==> config.mk <==
export PLATFORM = sky130hd
export DESIGN_NAME = action_scheduler
export DESIGN_NICKNAME = d
export VERILOG_FILES = /design/src/rtl/action_scheduler_pkg.sv /design/src/rtl/action_scheduler_req_latch.sv /design/src/rtl/action_scheduler.sv
export SDC_FILE = /design/constraint.sdc
export NUM_CORES = 1
export LEC_CHECK = 0
export CAP_MARGIN = 20
export CORE_MARGIN = 4
export CORE_UTILIZATION = 52
export DETAILED_ROUTE_END_ITERATION = 8
export HOLD_SLACK_MARGIN = 0.05
export PLACE_DENSITY_LB_ADDON = 0.3
export SKIP_LAST_GASP = 1
export SLEW_MARGIN = 10
export SYNTH_ARGS = -nofsm -noshare
export SYNTH_HDL_FRONTEND = slang
export SYNTH_SLANG_ARGS = --single-unit
export TNS_END_PERCENT = 5
==> constraint.sdc <==
create_clock -name clk -period 2.9 [get_ports clk]
set_input_delay 0.29 -clock clk [delete_from_list [all_inputs] [get_ports clk]]
set_output_delay 0.29 -clock clk [all_outputs]
set_load 0.01 [all_outputs]
==> src/rtl/action_scheduler_pkg.sv <==
// Shared command codes, scheduler states and source ordering for the action scheduler.
// Command codes are common with the central pet FSM, so keep them in step with it.
package action_scheduler_pkg;

   localparam int NUM_SRC = 6;
   localparam int CNT_W   = 26;

   // Pending-vector bit positions: {test, giro, play, feed, awake, sleep}
   localparam int SRC_SLEEP = 0;
   localparam int SRC_AWAKE = 1;
   localparam int SRC_FEED  = 2;
   localparam int SRC_PLAY  = 3;
   localparam int SRC_GIRO  = 4;
   localparam int SRC_TEST  = 5;

   // Sources that make no sense while the pet sleeps
   localparam logic [NUM_SRC-1:0] SLEEP_FILTER_MASK = 6'b01_1101;

   typedef enum logic [2:0] {
      CMD_NONE  = 3'd0,
      CMD_SLEEP = 3'd1,
      CMD_AWAKE = 3'd2,
      CMD_FEED  = 3'd3,
      CMD_PLAY  = 3'd4,
      CMD_GIRO  = 3'd5,
      CMD_TEST  = 3'd6
   } cmd_e;

   typedef enum logic [1:0] {
      ST_IDLE     = 2'd0,
      ST_GRANT    = 2'd1,
      ST_COOLDOWN = 2'd2
   } sched_state_e;

   // Fixed priority: test, awake, sleep, feed, play, giro
   function automatic cmd_e pick_code(input logic [NUM_SRC-1:0] elig);
      if (elig[SRC_TEST])       pick_code = CMD_TEST;
      else if (elig[SRC_AWAKE]) pick_code = CMD_AWAKE;
      else if (elig[SRC_SLEEP]) pick_code = CMD_SLEEP;
      else if (elig[SRC_FEED])  pick_code = CMD_FEED;
      else if (elig[SRC_PLAY])  pick_code = CMD_PLAY;
      else if (elig[SRC_GIRO])  pick_code = CMD_GIRO;
      else                      pick_code = CMD_NONE;
   endfunction

endpackage

==> src/rtl/action_scheduler_req_latch.sv <==
// Rising-edge detector plus pending bit; edge sets the bit one cycle later, filter clears it.
// No backpressure: edges on an already-pending bit merge, filtered edges raise a drop strobe.
module action_scheduler_req_latch (
   input  logic clk,
   input  logic rst,
   input  logic req,
   input  logic filter,
   input  logic clr,
   output logic pending,
   output logic drop
);

   logic req_q;
   logic pend_q;
   logic pend_d;
   logic edge_det;

   always_comb begin
      edge_det = req & ~req_q;
      drop     = filter & edge_det;
      pend_d   = pend_q;
      // A fresh edge beats the grant-time clear
      if (filter)
         pend_d = 1'b0;
      else if (edge_det)
         pend_d = 1'b1;
      else if (clr)
         pend_d = 1'b0;
   end

   always_ff @(posedge clk) begin
      if (rst) begin
         req_q  <= 1'b0;
         pend_q <= 1'b0;
      end else begin
         req_q  <= req;
         pend_q <= pend_d;
      end
   end

   assign pending = pend_q;

endmodule

==> src/rtl/action_scheduler.sv <==
// Serialises button/sensor events into one command stream; edge to cmd_valid is 2 cycles from IDLE.
// Backpressure: cmd_valid holds until cmd_ack or ACK_TIMEOUT, then a COOLDOWN_CYCLES gap; edges keep latching.
module action_scheduler
   import action_scheduler_pkg::*;
#(
   parameter int COOLDOWN_CYCLES = 25_000_000,
   parameter int ACK_TIMEOUT     = 50_000_000
) (
   input  logic       clk,
   input  logic       rst,
   input  logic       req_sleep,
   input  logic       req_awake,
   input  logic       req_feed,
   input  logic       req_play,
   input  logic       req_giro,
   input  logic       req_test,
   input  logic       asleep,
   input  logic       cmd_ack,
   output logic       cmd_valid,
   output logic [2:0] cmd_code,
   output logic [5:0] pending,
   output logic       timeout_err,
   output logic [7:0] drop_cnt
);

   localparam logic [CNT_W-1:0] ACK_LAST  = CNT_W'(ACK_TIMEOUT - 1);
   localparam logic [CNT_W-1:0] COOL_LAST = CNT_W'(COOLDOWN_CYCLES - 1);

   sched_state_e       state_q;
   logic [CNT_W-1:0]   cnt_q;
   logic               cmd_valid_q;
   cmd_e               cmd_code_q;
   logic               timeout_q;
   logic [7:0]         drop_cnt_q;
   logic [7:0]         drop_cnt_d;

   logic [NUM_SRC-1:0] req_vec;
   logic [NUM_SRC-1:0] filter_vec;
   logic [NUM_SRC-1:0] pend_vec;
   logic [NUM_SRC-1:0] clr_vec;
   logic [NUM_SRC-1:0] drop_vec;
   logic [NUM_SRC-1:0] eligible;
   cmd_e               sel_code;
   logic [2:0]         drop_sum;
   logic [8:0]         drop_ext;

   assign req_vec    = {req_test, req_giro, req_play, req_feed, req_awake, req_sleep};
   assign filter_vec = asleep ? SLEEP_FILTER_MASK : '0;

   for (genvar g = 0; g < NUM_SRC; g++) begin : g_src
      action_scheduler_req_latch u_latch (
         .clk     (clk),
         .rst     (rst),
         .req     (req_vec[g]),
         .filter  (filter_vec[g]),
         .clr     (clr_vec[g]),
         .pending (pend_vec[g]),
         .drop    (drop_vec[g])
      );
   end

   // Filtered bits are being cleared this cycle, so they must not win the grant either
   always_comb begin
      eligible = pend_vec & ~filter_vec;
      sel_code = pick_code(eligible);
      clr_vec  = '0;
      for (int i = 0; i < NUM_SRC; i++)
         clr_vec[i] = (state_q == ST_IDLE) && (sel_code == cmd_e'(3'(i + 1)));
   end

   always_comb begin
      drop_sum = '0;
      for (int i = 0; i < NUM_SRC; i++)
         drop_sum = drop_sum + 3'(drop_vec[i]);
      drop_ext   = {1'b0, drop_cnt_q} + {6'b0, drop_sum};
      drop_cnt_d = drop_ext[8] ? 8'hFF : drop_ext[7:0];
   end

   always_ff @(posedge clk) begin
      if (rst) begin
         state_q     <= ST_IDLE;
         cnt_q       <= '0;
         cmd_valid_q <= 1'b0;
         cmd_code_q  <= CMD_NONE;
         timeout_q   <= 1'b0;
         drop_cnt_q  <= '0;
      end else begin
         timeout_q  <= 1'b0;
         drop_cnt_q <= drop_cnt_d;
         case (state_q)
            ST_IDLE: begin
               if (sel_code != CMD_NONE) begin
                  state_q     <= ST_GRANT;
                  cnt_q       <= '0;
                  cmd_valid_q <= 1'b1;
                  cmd_code_q  <= sel_code;
               end
            end
            ST_GRANT: begin
               if (cmd_ack || (cnt_q == ACK_LAST)) begin
                  // Unacknowledged commands are dropped, never re-queued
                  timeout_q   <= ~cmd_ack;
                  cmd_valid_q <= 1'b0;
                  cmd_code_q  <= CMD_NONE;
                  cnt_q       <= '0;
                  state_q     <= (COOLDOWN_CYCLES == 0) ? ST_IDLE : ST_COOLDOWN;
               end else begin
                  cnt_q <= cnt_q + CNT_W'(1);
               end
            end
            ST_COOLDOWN: begin
               if (cnt_q == COOL_LAST) begin
                  state_q <= ST_IDLE;
                  cnt_q   <= '0;
               end else begin
                  cnt_q <= cnt_q + CNT_W'(1);
               end
            end
            default: begin
               state_q     <= ST_IDLE;
               cnt_q       <= '0;
               cmd_valid_q <= 1'b0;
               cmd_code_q  <= CMD_NONE;
            end
         endcase
      end
   end

   assign cmd_valid   = cmd_valid_q;
   assign cmd_code    = cmd_code_q;
   assign pending     = pend_vec;
   assign timeout_err = timeout_q;
   assign drop_cnt    = drop_cnt_q;

endmodule

After elaboration in Yosys (flattened, before gate mapping):

Cells that the tools add are included.

* add/sub/neg operators: 7
* $mul: 0
* divide/modulo/power cells: 0
* order comparisons: 0
* equal/unequal tests: 13
* shift operators: 0
* muxes and demuxes: 34
* bitwise operators: 24
* reduce and logical (&&, ||, !) cells: 24

Operator list (count)
* $mux 26: 3
* $pmux 26 s3: 1
* $add 26x1->26 const B: 1
* $eq 26x25->1 const B: 1
* $eq 26x26->1 const B: 1
* $mux 3: 8
* $mux 1: 14
* $reduce_bool 2->1: 6
* $reduce_or 2->1: 6
* $and 1x1->1: 11
* $not 1->1: 10
* $add 3x1->3: 3
* $add 8x3->9: 1
* $eq 3x3->1 const B: 3
* $pmux 3 s3: 1
* $mux 8: 1
* $and 6x6->6: 1
* $eq 3x2->1 const B: 2
* $logic_and 1x1->1: 6
* $mux 2: 3
* $not 5->6: 1
* $pmux 2 s3: 1
* $reduce_and 3->1: 2
* $mux 5: 1
* other kinds (13): 14

* register bits after elaboration: 53
* latch bits: 0
* RAM bits: 0
* ROM bits: 0
* input port bits: 10
* output and inout bits: 19
* logic and storage cells: 120
* memories: 0

Depth between registers and ports, before layout:

* depth after elaboration: 13
* depth in mapped cells: 10
* gate-level depth less buffers: 10

By module:

Synthesis repeated with hierarchy kept, for this count alone.

* cells, all modules: 329
* area total of the unflattened synthesis: 2860.2 um^2

Modules (own cells, without submodules)
* action_scheduler: instances 1, cells an instance 281, area an instance 2342.2 um^2
* action_scheduler_req_latch: instances 6, cells an instance 8, area an instance 86.3 um^2

Worst setup path before layout:

Ideal clock, no wire load.

* path type: input to register
* from: in asleep
* to: reg drop_cnt_q[0], in the netlist drop_cnt[0]
* arrival time: 2.504 ns
* data required time: 2.829 ns
* setup slack: 0.325 ns
* cell stages on the path: 10
* cell sequence: clkbuf_1 > nand2_1 > fa_1 > fa_1 > inv_1 > fa_1 > and3_1 > and2_1 > nand4_1 > a21oi_1

* longest elaborated chain between the ends: 9
* elaborated cells on any way between the ends: 12
* classes of those cells: 6 x add/sub; 2 x mux; 4 x bitwise

RTL lines
* start, declared: line action_scheduler.sv:17 `input logic asleep,`
* $mux 5 *: line action_scheduler.sv:48 `assign filter_vec = asleep ? SLEEP_FILTER_MASK : '0;`
* $and 1x1->1: line action_scheduler_req_latch.sv:20 `drop = filter & edge_det;`
* $add 1x1->2: line action_scheduler.sv:74 `drop_sum = drop_sum + 3'(drop_vec[i]);`
* $add 2x1->3: line action_scheduler.sv:74
* $add 3x1->3: line action_scheduler.sv:74
* $add 3x1->3 * (2 in series): line action_scheduler.sv:74
* $add 8x3->9 *: line action_scheduler.sv:75 `drop_ext = {1'b0, drop_cnt_q} + {6'b0, drop_sum};`
* $mux 8 *: line action_scheduler.sv:76 `drop_cnt_d = drop_ext[8] ? 8'hFF : drop_ext[7:0];`
* end signal, assigned: line action_scheduler.sv:89 `drop_cnt_q <= drop_cnt_d;`
* end, declared: line action_scheduler.sv:34 `logic [7:0] drop_cnt_q;`

Every way passes the cells marked *; elsewhere a longest branch is shown, timed or not.
A chain may end at the register's enable or synchronous reset.

Worst setup path after layout:

* from: in req_sleep
* to: reg drop_cnt_q[0], in the netlist drop_cnt[0]

* longest elaborated chain between the ends: 9

RTL lines
* start, declared: line action_scheduler.sv:11 `input logic req_sleep,`
* $and 1x1->1: line action_scheduler_req_latch.sv:19 `edge_det = req & ~req_q;`
* $and 1x1->1: line action_scheduler_req_latch.sv:20
* $add 1x1->2: line action_scheduler.sv:74
* $add 2x1->3: line action_scheduler.sv:74
* $add 3x1->3 (3 in series): line action_scheduler.sv:74
* $add 8x3->9: line action_scheduler.sv:75
* $mux 8: line action_scheduler.sv:76

No other way between the ends.

==> results.json <==
{
  "status": "finished, final reports clean",
  "slowest_stage": "fa_1",
  "hold_slack_ns": 0.474,
  "cts_made_buffers": 5,
  "hold_path_class": "flip-flop to flip-flop",
  "yosys_warnings": 0,
  "dpl.cell_count": 404,
  "core-area_um2": 4850,
  "setup-tns-final_ns": 0,
  "drtPass1Iterations": 4,
  "fill_cells": 421,
  "die_w_um": 79.9,
  "htreeDepth": 2,
  "p_leak_nw": 1.15,
  "path_cells": "clkdlybuf4s50_1, nor2b_2, nand2_1, fa_1, fa_1, inv_1, fa_1, and3_1, and2_1, nand4_1, a21oi_1",
  "grt_use_total_pct": 18.9,
  "synth_fa_ha_area_share_pct": 4.56,
  "cap_viol_max_count": 0,
  "critPathKind": "input pin to flip-flop",
  "n_antenna_cell": 0,
  "cp-end-kind": "flip-flop",
  "num_io_pins": 29,
  "synthFlopType": "dfxtp_1",
  "grt_overflow": 0,
  "dp_hpwl_um": 4100,
  "synth_cell_types": 49,
  "synth-xor-area-share_pct": 5.54,
  "antenna_left": 0,
  "dp_worst_setup_slack_ns": -0.215,
  "yosysSeqAreaShare_pct": 39.5,
  "ys_ff_latch": 53,
  "synth_top_family_by_area": "simple AND/OR/NAND/NOR gates",
  "synthSimpleGateAreaFrac_pct": 32.3,
  "num_rows": 25,
  "crit_start": "req_sleep",
  "wl_um": 5730,
  "multi_input_area_um2": 1480,
  "rrSetupSlack_ns": 0.29,
  "crit_fanout": 5,
  "gp_congestion": 0.832,
  "relSlewSlack_pct": 68.0,
  "synth_area_um2": 2690,
  "seq_area_um2": 1060,
  "worstHoldEndpoint": "cmd_code[1]$_SDFFE_PP0P_",
  "start_util_pct": 55.4,
  "syn_to_final_growth_pct": 17.6,
  "drive_above_1_share_pct": 7.54,
  "cpPeakStageDelay_ns": 0.49,
  "grt_max_degree": 35,
  "num_vias": 2298,
  "cts_setup_buffers": 0,
  "worstReg2RegEnd": "drop_cnt[0]$_SDFF_PP0_",
  "power_density_nw_per_um2": 609,
  "rsz0062_at_grt": "yes",
  "wl_per_cell_um": 13.9,
  "nets": 362,
  "syn_area_per_cell_um2": 8.45,
  "worst-path-buf-inv": 2,
  "min_delay_path_depth": 2,
  "cts.clk_slew.worst_paths_ns": 0.10,
  "setup_violations": 0,
  "viasPerCell": 5.58,
  "syn_nets": 336,
  "crit_arrival_ns": 3.02,
  "port_buffers": 28,
  "drv_slew": 0,
  "netlist_instances": 318,
  "clockRootBuffer": "clkbuf_8",
  "drt_iter0_drc": 149,
  "grt_pass1_vias": 2256,
  "drc": 0,
  "max_freq_ghz": 0.360,
  "regToRegStartpoint": "g_src[0].u_latch.req_q$_SDFF_PP0_",
  "numClockSinks": 53,
  "final_cells": 412,
  "min_period_over_period_pct": 95.9,
  "synth_mux_area_share_pct": 1.12,
  "min_period_ns": 2.78,
  "reg2regPathDepth": 10,
  "ys_async_sr_fraction_pct": 0,
  "cp_top_family": "adder cells",
  "skew_ns": 0.00958,
  "clk_latency_ns": 0.31,
  "tightest_slew_ns": 0.476,
  "synth-edff-count": 0,
  "ir_drop_uv": 312,
  "antenna_found_initial": 0,
  "timing.final.ws_setup_ns": 0.119,
  "fp.dieH_um": 79.9,
  "hp-start": "cmd_code[1]$_SDFFE_PP0P_",
  "synth_compound_area_share_pct": 11.4,
  "dieArea_um2": 6380,
  "cts_tree": "done",
  "hold_violations": 0,
  "cts_buffer_depth": 2,
  "crit_path_frequent_cell": "fa_1",
  "cp-start-kind": "input pin",
  "grt_pass1_wl_um": 9830,
  "required_ns": 3.14
}
[cells in the final DEF (no fill, tap or decap), types with 7 or more instances in the layout]
cell             instances
dfxtp_1                 53
nor2_1                  37
clkdlybuf4s50_1         28
nand2_1                 23
nand3_1                 23
a21oi_1                 13
nand4_1                 13
inv_1                   12
xor2_1                  11
o21ai_0                 11
nor2b_1                 10
buf_4                   10
nor3_1                   8
a31oi_1                  7
nand2b_1                 7
[what timing repair did]
action                                  4_1_cts  5_1_grt
hold buffers                                  0        0
endpoints found under the setup margin        0        5
gates resized for setup                       0        1
endpoints found under the hold margin         0        0
[through the flow]
step / instance area [um2] / utilization (%) / total power [mW]
2_1_floorplan: 2690 / - / 1.17
3_3_place_gp: 3020 / 62.3 / 1.33
3_5_place_dp: 3020 / 62.3 / 1.35
4_1_cts: 3160 / 65.1 / 1.93
5_1_grt: 3160 / 65.1 / 2.01
6_report: 3160 / 65.1 / 1.92
[sequential cells by signal, summed over array words and instances (netlist names)]
signal	count
cmd_code	3
cmd_valid	1
cnt_q	26
drop_cnt	8
g_src.u_latch.pending	6
g_src.u_latch.req_q	6
state_q	2
timeout_err	1
[how the worst max path moves through the flow]
stage | slack, ns | cells past startpoint | endpoint
2_1_floorplan | 0.32 | 10 | drop_cnt[0]$_SDFF_PP0_
3_3_place_gp | -0.09 | 11 | drop_cnt[0]$_SDFF_PP0_
3_5_place_dp | -0.21 | 11 | drop_cnt[5]$_SDFF_PP0_
4_1_cts | 0.08 | 11 | drop_cnt[0]$_SDFF_PP0_
5_1_grt | -0.0006 | 11 | drop_cnt[0]$_SDFF_PP0_
6_report | 0.12 | 11 | drop_cnt[0]$_SDFF_PP0_
[cells in the mapped netlist (3+ instances only)]
library cell | n | area share [%]
nor3_1 | 8 | 1.5
and2_1 | 4 | 0.93
xnor2_1 | 6 | 2.0
and4_1 | 5 | 1.6
a31oi_1 | 7 | 1.6
o21ai_0 | 11 | 2.0
fa_1 | 3 | 2.2
xor2_1 | 11 | 3.6
ha_1 | 5 | 2.3
mux2i_1 | 3 | 1.1
nor2b_1 | 11 | 2.6
buf_4 | 6 | 1.7
nand3b_1 | 4 | 1.1
nand3_1 | 23 | 4.3
dfxtp_1 | 53 | 39
clkbuf_1 | 9 | 1.3
inv_1 | 12 | 1.7
nand2_1 | 23 | 3.2
nand4_1 | 13 | 3.0
nand2b_1 | 7 | 1.6
a21oi_1 | 13 | 2.4
nor4_1 | 6 | 1.4
nor2_1 | 37 | 5.2
or3_1 | 4 | 0.93
and3_1 | 5 | 1.2
[cells by family after synthesis]
kind of cell	count (synthesis)
DFF	53
buffers and inverters	31
and+or+nand+nor	160
adders and majority gates	8
muxes	3
xor gates and xnor gates	17
AOI/OAI and AO/OA	46
[layout make-up]
cell class | count | share of cell area (%)
Tap cell | 67 | 2.65
Multi-Input combinational cell | 234 | 46.8
Clock buffer | 5 | 2.18
Clock inverter | 3 | 2.06
Inverter | 12 | 1.43
Sequential cell | 53 | 33.6
Timing Repair Buffer | 38 | 11.3
[power breakdown]
part	switching [mW]	internal [mW]	total (mW)
Combinational	0.302	0.223	0.525
Clock	0.242	0.343	0.585
Sequential	0.0381	0.775	0.813
[metal layers]
layer,vias to the layer above,wire length (um),GRT usage [%]
met5,-,0,0
met4,0,52,4.56
met3,6,173,3.72
met2,31,2820,33.3
met1,1098,2690,23.6
li1,1163,-,-
[worst register-to-register path, stage by stage, from the launching register on]
cell and delay [ns]:
dfxtp_1 0.32, nor2b_2 0.14, nand2_1 0.09, fa_1 0.49, fa_1 0.42, inv_1 0.09
fa_1 0.18, and3_1 0.18, and2_1 0.18, nand4_1 0.24, a21oi_1 0.22
No activity file was read; power rests on OpenSTA's default activity.
